<file path="src/rtl/fetch_pkg.sv">
// fetch_pkg
// Shared definitions for the instruction-fetch stage: the fetch state
// encoding and the default widths / reset PC used by fetch_unit.
package fetch_pkg;

    // Default word-address width of the PC and instruction memory
    localparam int DEFAULT_PC_W = 32;

    // Default instruction width
    localparam int DEFAULT_INSTR_W = 32;

    // Default PC loaded on reset
    localparam logic [31:0] DEFAULT_RESET_PC = 32'd0;

    // ISSUE: a request may go out this cycle
    // WAIT : one request outstanding, waiting for its response
    // HOLD : an instruction is presented to IF/ID until it is consumed
    typedef enum logic [1:0] {
        ISSUE = 2'd0,
        WAIT  = 2'd1,
        HOLD  = 2'd2
    } fetch_state_e;

endpackage

</file>
<file path="src/rtl/fetch_unit.sv">
// fetch_unit
// Instruction-fetch stage. It owns the word-addressed PC, keeps at most one
// request outstanding to a variable-latency instruction memory, and holds
// the fetched instruction until the IF/ID register captures it. Redirects
// from a later stage override the PC and throw away anything in flight.
//
// Ports:
//   clk          clock, all state updates on posedge
//   clr_n        asynchronous active-low reset
//   stall        hazard-unit stall (same signal that stalls IF/ID)
//   PCSrc        one-cycle redirect pulse
//   PCBranch     redirect target, valid with PCSrc
//   imem_req     request strobe, always accepted the same cycle
//   imem_addr    request word address
//   imem_rvalid  response valid, at least one cycle after its request
//   imem_rdata   response data
//   IMRD         instruction presented to IF/ID
//   PCp1         address of IMRD plus one
//   FFClr        IF/ID clear: no valid instruction, or redirect active
//   pc_o         current PC (debug)
module fetch_unit
    import fetch_pkg::*;
#(
    parameter int PC_W              = DEFAULT_PC_W,
    parameter int INSTR_W           = DEFAULT_INSTR_W,
    parameter logic [PC_W-1:0] RESET_PC = PC_W'(DEFAULT_RESET_PC)
) (
    input  logic               clk,
    input  logic               clr_n,
    input  logic               stall,
    input  logic               PCSrc,
    input  logic [PC_W-1:0]    PCBranch,
    output logic               imem_req,
    output logic [PC_W-1:0]    imem_addr,
    input  logic               imem_rvalid,
    input  logic [INSTR_W-1:0] imem_rdata,
    output logic [INSTR_W-1:0] IMRD,
    output logic [PC_W-1:0]    PCp1,
    output logic               FFClr,
    output logic [PC_W-1:0]    pc_o
);

    fetch_state_e       state_q, state_d;
    logic [PC_W-1:0]    pc_q, pc_d;
    logic [INSTR_W-1:0] instr_q, instr_d;
    logic               outValid_q, outValid_d;
    logic               discard_q, discard_d;
    logic               consume;
    logic [PC_W-1:0]    pcPlusOne;

    assign pcPlusOne = pc_q + PC_W'(1);

    // The IF/ID register captures IMRD/PCp1 exactly when an instruction is
    // held and neither a stall nor a redirect blocks it.
    assign consume = (state_q == HOLD) && !stall && !PCSrc;

    // State register together with the PC, hold register and the flags.
    // Everything returns to a clean ISSUE at RESET_PC the moment reset
    // asserts, so a response still in flight is simply forgotten.
    always_ff @(posedge clk or negedge clr_n) begin
        if (!clr_n) begin
            state_q    <= ISSUE;
            pc_q       <= RESET_PC;
            instr_q    <= '0;
            outValid_q <= 1'b0;
            discard_q  <= 1'b0;
        end else begin
            state_q    <= state_d;
            pc_q       <= pc_d;
            instr_q    <= instr_d;
            outValid_q <= outValid_d;
            discard_q  <= discard_d;
        end
    end

    // Next-state and datapath update. A redirect always wins: in WAIT it
    // marks the outstanding response for discard (or drops it if it arrives
    // the same cycle), in HOLD it throws away the held instruction even
    // while stalled. A consume in HOLD advances the PC and goes straight to
    // WAIT because the next request leaves in that same cycle.
    always_comb begin
        state_d    = state_q;
        pc_d       = pc_q;
        instr_d    = instr_q;
        outValid_d = outValid_q;
        discard_d  = discard_q;
        case (state_q)
            ISSUE: begin
                if (PCSrc) begin
                    pc_d = PCBranch;
                end else begin
                    state_d = WAIT;
                end
            end
            WAIT: begin
                if (PCSrc) begin
                    pc_d = PCBranch;
                end
                if (imem_rvalid) begin
                    if (discard_q || PCSrc) begin
                        discard_d = 1'b0;
                        state_d   = ISSUE;
                    end else begin
                        instr_d    = imem_rdata;
                        outValid_d = 1'b1;
                        state_d    = HOLD;
                    end
                end else if (PCSrc) begin
                    discard_d = 1'b1;
                end
            end
            HOLD: begin
                if (PCSrc) begin
                    outValid_d = 1'b0;
                    pc_d       = PCBranch;
                    state_d    = ISSUE;
                end else if (!stall) begin
                    outValid_d = 1'b0;
                    pc_d       = pcPlusOne;
                    state_d    = WAIT;
                end
            end
            default: begin
                state_d = ISSUE;
            end
        endcase
    end

    // Memory request and IF/ID-facing outputs. The request strobe is gated
    // by reset so nothing is sent while the stage is held in reset.
    always_comb begin
        imem_req  = 1'b0;
        imem_addr = pc_q;
        case (state_q)
            ISSUE: begin
                imem_req = !PCSrc;
            end
            HOLD: begin
                imem_req  = consume;
                imem_addr = pcPlusOne;
            end
            default: begin
                imem_req = 1'b0;
            end
        endcase
        imem_req = imem_req && clr_n;
        IMRD     = instr_q;
        PCp1     = pcPlusOne;
        FFClr    = !outValid_q || PCSrc;
        pc_o     = pc_q;
    end

    // A response is only legal while a request is outstanding.
    assert property (@(posedge clk) disable iff (!clr_n)
        imem_rvalid |-> (state_q == WAIT));

endmodule

</file>
<file path="config.mk">
export PLATFORM = sky130hd
export DESIGN_NAME = fetch_unit
export DESIGN_NICKNAME = d
export VERILOG_FILES = /design/src/rtl/fetch_pkg.sv /design/src/rtl/fetch_unit.sv
export SDC_FILE = /design/constraint.sdc
export NUM_CORES = 1
export LEC_CHECK = 0
export BUFFER_PORTS_ARGS = -buffer_cell sky130_fd_sc_hd__buf_2
export CORE_ASPECT_RATIO = 1.75
export CORE_MARGIN = 2
export CORE_UTILIZATION = 49
export CTS_CLUSTER_DIAMETER = 40
export DETAILED_ROUTE_END_ITERATION = 12
export PLACE_DENSITY = 0.89
export SYNTH_ARGS = -nofsm -noshare
export SYNTH_HDL_FRONTEND = slang
export SYNTH_SLANG_ARGS = --single-unit
</file>
<file path="constraint.sdc">
create_clock -name clk -period 2.6 [get_ports clk]
set_input_delay 0.52 -clock clk [delete_from_list [all_inputs] [get_ports clk]]
set_output_delay 0.52 -clock clk [all_outputs]
set_load 0.005 [all_outputs]
</file>
Word-level counts from Yosys, hierarchy flattened
Index checks and enable logic that the tools add are counted.
Widths: inputs -> output; s select.
{"block": "op_classes", "n_mux": 20, "reduce_logical": 18, "n_eq_ne": 8, "bitwise": 1, "addsub": 1}
{"operator": "$mux 32", "n": 4}
{"operator": "$pmux 32 s2", "n": 1}
{"operator": "$add 32x1->32 const B", "n": 1}
{"operator": "$reduce_and 3->1", "n": 4}
{"operator": "$mux 2", "n": 5}
{"operator": "$mux 1", "n": 7}
{"operator": "$ne 2x2->1 const B", "n": 3}
{"operator": "$pmux 2 s3", "n": 1}
{"operator": "$reduce_bool 2->1", "n": 3}
{"operator": "$ne 2x1->1 const B", "n": 2}
{"operator": "$pmux 1 s2", "n": 2}
{"operator": "$reduce_and 4->1", "n": 1}
{"operator": "$logic_and 1x1->1", "n": 3}
{"operator": "$logic_not 1->1", "n": 3}
{"operator": "$ne 3x3->1 const B", "n": 1}
{"operator": "$eq 2x1->1 const B", "n": 1}
{"operator": "$eq 2x2->1 const B", "n": 1}
{"operator": "$logic_not 2->1", "n": 1}
{"operator": "$logic_or 1x1->1", "n": 2}
{"operator": "$reduce_or 2->1", "n": 1}
{"operator": "$not 1->1", "n": 1}
{"block": "word_totals", "ff_bits": 68}

Logic depth before layout (Yosys ltp)
{"block": "depth", "depth_word": 5, "depth_mapped": 8, "mapped_depth_nobuf": 5}

Least setup slack after synthesis
No wires, ideal clock.
{"block": "synth_timing", "path_kind": "register to output", "from": "reg pc_q[0] (netlist: pc_o[0])", "to": "out PCp1[28]", "setup_slack_ns": 0.368, "arrival_ns": 1.712, "stages_incl_launch_ff": 8, "n_path_buf": 2, "path_cell_list": "dfrtp_1 ha_1 and4_2 and4_1 buf_4 buf_4 nand2_1 xnor2_1"}
{"block": "synth_via", "elab_chain_len": 1}
{"item": "from (decl)", "line_no": "fetch_unit.sv:44", "rtl": "logic [PC_W-1:0] pc_q, pc_d;"}
{"item": "from (signal assigned)", "line_no": "fetch_unit.sv:69", "rtl": "pc_q <= pc_d;"}
{"item": "$add 32x1->32", "line_no": "fetch_unit.sv:51", "rtl": "assign pcPlusOne = pc_q + PC_W'(1);"}
{"item": "to (decl)", "line_no": "fetch_unit.sv:38", "rtl": "output logic [PC_W-1:0] PCp1,"}
Every way passes these cells.

Worst setup path after layout
{"block": "layout_timing", "from": "reg pc_q[4] (netlist: pc_o[4])", "to": "out imem_addr[17]"}
{"block": "layout_via", "elab_chain_len": 2}
{"item": "$add 32x1->32", "line_no": "fetch_unit.sv:51"}
{"item": "$mux 32", "line_no": "fetch_unit.sv:134", "rtl": "case (state_q)"}
{"item": "to (decl)", "line_no": "fetch_unit.sv:34", "rtl": "output logic [PC_W-1:0] imem_addr,"}
Every way passes these cells.

==> impl_metrics.env <==
export IMPL_grt_start_max_net_pins=69
export IMPL_cp_max_fo=9
export IMPL_wl_per_cell_um=18.9
export IMPL_synth_area_leader_cell="dfrtp_1"
export IMPL_power_density_nw_per_um2=744
export IMPL_skew_ns=0.00458
export IMPL_drt_iter0_drc=365
export IMPL_synthDominantCellAreaShare_pct=35.3
export IMPL_power_mw=4.81
export IMPL_clock_latency_ns=0.33
export IMPL_yosysMostFrequentCell="dfrtp_1"
export IMPL_post_route_period_util_pct=99.6
export IMPL_start_util_pct=49.6
export IMPL_netlist_area_um2=4830
export IMPL_synth_edf_count=0
export IMPL_drive_gt1_share_pct=46.2
export IMPL_insertedDiodeCount=0
export IMPL_synth_area_top_cells="dfrtp_1, xnor2_1, mux2_2"
export IMPL_cp_data_arrival_time_ns=2.07
export IMPL_drv_slew=0
export IMPL_slowest_delay_ns=0.49
export IMPL_startpoint="pc_o[4]$_DFFE_PN0P_"
export IMPL_power_leakage_nw=2.98
export IMPL_crit_family="simple AND/OR/NAND/NOR gates"
export IMPL_r2r_slack_ns=0.62
export IMPL_critPathSlowestCell="dfrtp_2"
export IMPL_die_y_um=135
export IMPL_rr_startpoint="state_q[1]$_DFFE_PN0P_"
export IMPL_numCtsBuffers=9
export IMPL_clockBufferDepth=2
export IMPL_cap_violations=0
export IMPL_syn_num_nets=607
export IMPL_htree_levels=3
export IMPL_max_slew_margin_pct=43.2
export IMPL_synth_seq_area_share_pct=35.3
export IMPL_drt_pass1_iterations=5
export IMPL_timing_fmax_mhz=386
export IMPL_area_delta_synth_final_pct=34.0
export IMPL_tightest_slew_ns=0.852
export IMPL_grt_pass1_vias=5016
export IMPL_core_rowCount=48
export IMPL_crit_path_cell_trace="nand4_1, nor4_2, buf_4, nand3_1, xnor2_1, buf_2"
export IMPL_dieArea_um2=10700
export IMPL_path_clk_slew_ns=0.06
export IMPL_clock_sink_count=68
export IMPL_wl_um=16500
export IMPL_ant_nets=0
export IMPL_via_per_inst=5.91
export IMPL_nFillCells=822
export IMPL_synth_common_cells="dfrtp_1, nand2_1, xnor2_1, mux2_2"
export IMPL_drc=0
export IMPL_hold_viol_final=0
export IMPL_synthFlopType="dfrtp_1"
export IMPL_antenna_found_initial=0
export IMPL_vias=5139
export IMPL_path_buf_inv=2
export IMPL_regArea_um2=1720
export IMPL_status="completed"
export IMPL_multiInputGateArea_um2=2760
export IMPL_pin_count=199
export IMPL_place_congestion=0.964
export IMPL_grt_pass1_wl_um=24900
export IMPL_yosys_warnings=0
export IMPL_hold_class="primary input to asynchronous set/reset pin"
export IMPL_reg2regPathDepth=5
export IMPL_ys_types=62
export IMPL_postSynthCellCount=537
export IMPL_worstPathRequired_ns=2.08
export IMPL_cts_tree="done"
export IMPL_syn_area_per_cell_um2=8.99
export IMPL_io_buffers=198
export IMPL_ctsRootBufferMaster="clkbuf_16"
export IMPL_dieWidth_um=79.0
export IMPL_crit_type="flip-flop to output pin"
export IMPL_peakVddDrop_uv=638
export IMPL_ys_ff_latch=68
export IMPL_period_minus_slack_ns=2.59
export IMPL_tns_ns=0
export IMPL_hpwl_um=12200
export IMPL_crit_path_end_kind="output pin"
export IMPL_core_um2=9730
export IMPL_grt_usage_pct=29.9
export IMPL_setup_viol=0
export IMPL_worstReg2RegEnd="IMRD[2]$_DFFE_PN0P_"
export IMPL_rsz0062_at_grt="yes"
export IMPL_grt_overflow_total=0
export IMPL_synthArstFlopShare_pct=100
export IMPL_postCtsHoldBufs=0
export IMPL_critPathLaunchType="flip-flop"
export IMPL_nNetsFinal=810
-- worst max path at each step --
stage                     to  slack (ns)  cells past startpoint
6_report       imem_addr[17]        0.01                      6
3_3_place_gp        PCp1[26]        0.27                      7
3_5_place_dp        PCp1[26]        0.21                      7
2_1_floorplan       PCp1[28]        0.37                      7
5_1_grt        imem_addr[14]       -0.05                      6
4_1_cts             PCp1[26]       -0.01                      7
-- cells in the final DEF, fill, tap and decap left out, types with 10 or more instances in the layout --
master	n
a211oi_1	18
inv_1	23
xnor2_1	46
o211ai_1	10
clkbuf_16	10
xor2_1	15
nand4_1	22
nand2_1	53
dfrtp_1	56
nor2_1	26
a21oi_1	26
buf_2	198
o21ai_0	11
mux2_2	32
dfrtp_2	12
buf_4	51
nand3_1	20
-- where the power goes --
group	internal (mW)	leakage (nW)	switching (mW)
Sequential	1.41	0.801	0.348
Combinational	0.920	2.03	0.817
Clock	0.839	0.149	0.471
Total	3.17	2.98	1.64
-- stage by stage --
stage	hold WS, ns	utilization [%]	setup slack, ns	cell area, um2	instances
after global placement	0.485	61.0	0.273	5930	840
after global routing	0.417	66.5	-0.0535	6470	870
after CTS	0.399	65.0	-0.0149	6320	859
after detailed placement	0.487	61.0	0.215	5930	840
final	0.403	66.5	0.00952	6470	870
after floorplan	0.224	-	0.368	4830	537
-- kinds of logic (layout without fill, tap and decap cells) --
| group | Yosys count | count (layout) | share of synthesized area (%) |
|---|---|---|---|
| adders and majority gates | 1 | 1 | 0.259 |
| xor gates and xnor gates | 61 | 61 | 11.1 |
| and+or+nand+nor | 184 | 185 | 21.4 |
| muxes | 36 | 36 | 8.30 |
| AOI/OAI and AO/OA | 103 | 103 | 14.5 |
| buffers and inverters | 84 | 291 | 9.23 |
| DFF | 68 | 68 | 35.3 |
-- worst reg2reg max path, delay by kind of cell, from the launching register on --
| kind | cells | cell delay [ns] |
|---|---|---|
| simple gates | 2 | 0.34 |
| mux | 1 | 0.40 |
| flops | 1 | 0.53 |
| buf+inv | 2 | 0.59 |
-- registers in the layout, indices dropped and copies added (netlist names) --
name and flops:
state_q 2, IMRD 32, pc_o 32, outValid_q 1
discard_q 1
-- layer usage --
metal / wire [um] / vias up / track usage [%] / part of all wire, %
met5: 0 / - / 0 / 0
met4: 889 / 0 / 15.2 / 5.4
met3: 1370 / 60 / 5.80 / 8.3
met2: 8710 / 327 / 55.2 / 53
met1: 5500 / 2453 / 31.6 / 33
li1: - / 2299 / - / -
-- layout make-up --
class	count	area share (%)
clock inverters	6	1.37
repair buffers	252	22.1
inverters	23	1.33
multi-input cells	386	42.7
flip-flops and latches	68	26.5
well taps	125	2.42
clock buffers	10	3.54
-- timing repair --
action / CTS / global route
pin swaps: 4 / 9
hold endpoints to repair: 0 / 0
buffers inserted: 3 / 9
setup endpoints to repair: 19 / 28
cloned: 0 / 2
gates resized for setup: 13 / 16
No activity file was read; power rests on OpenSTA's default activity.
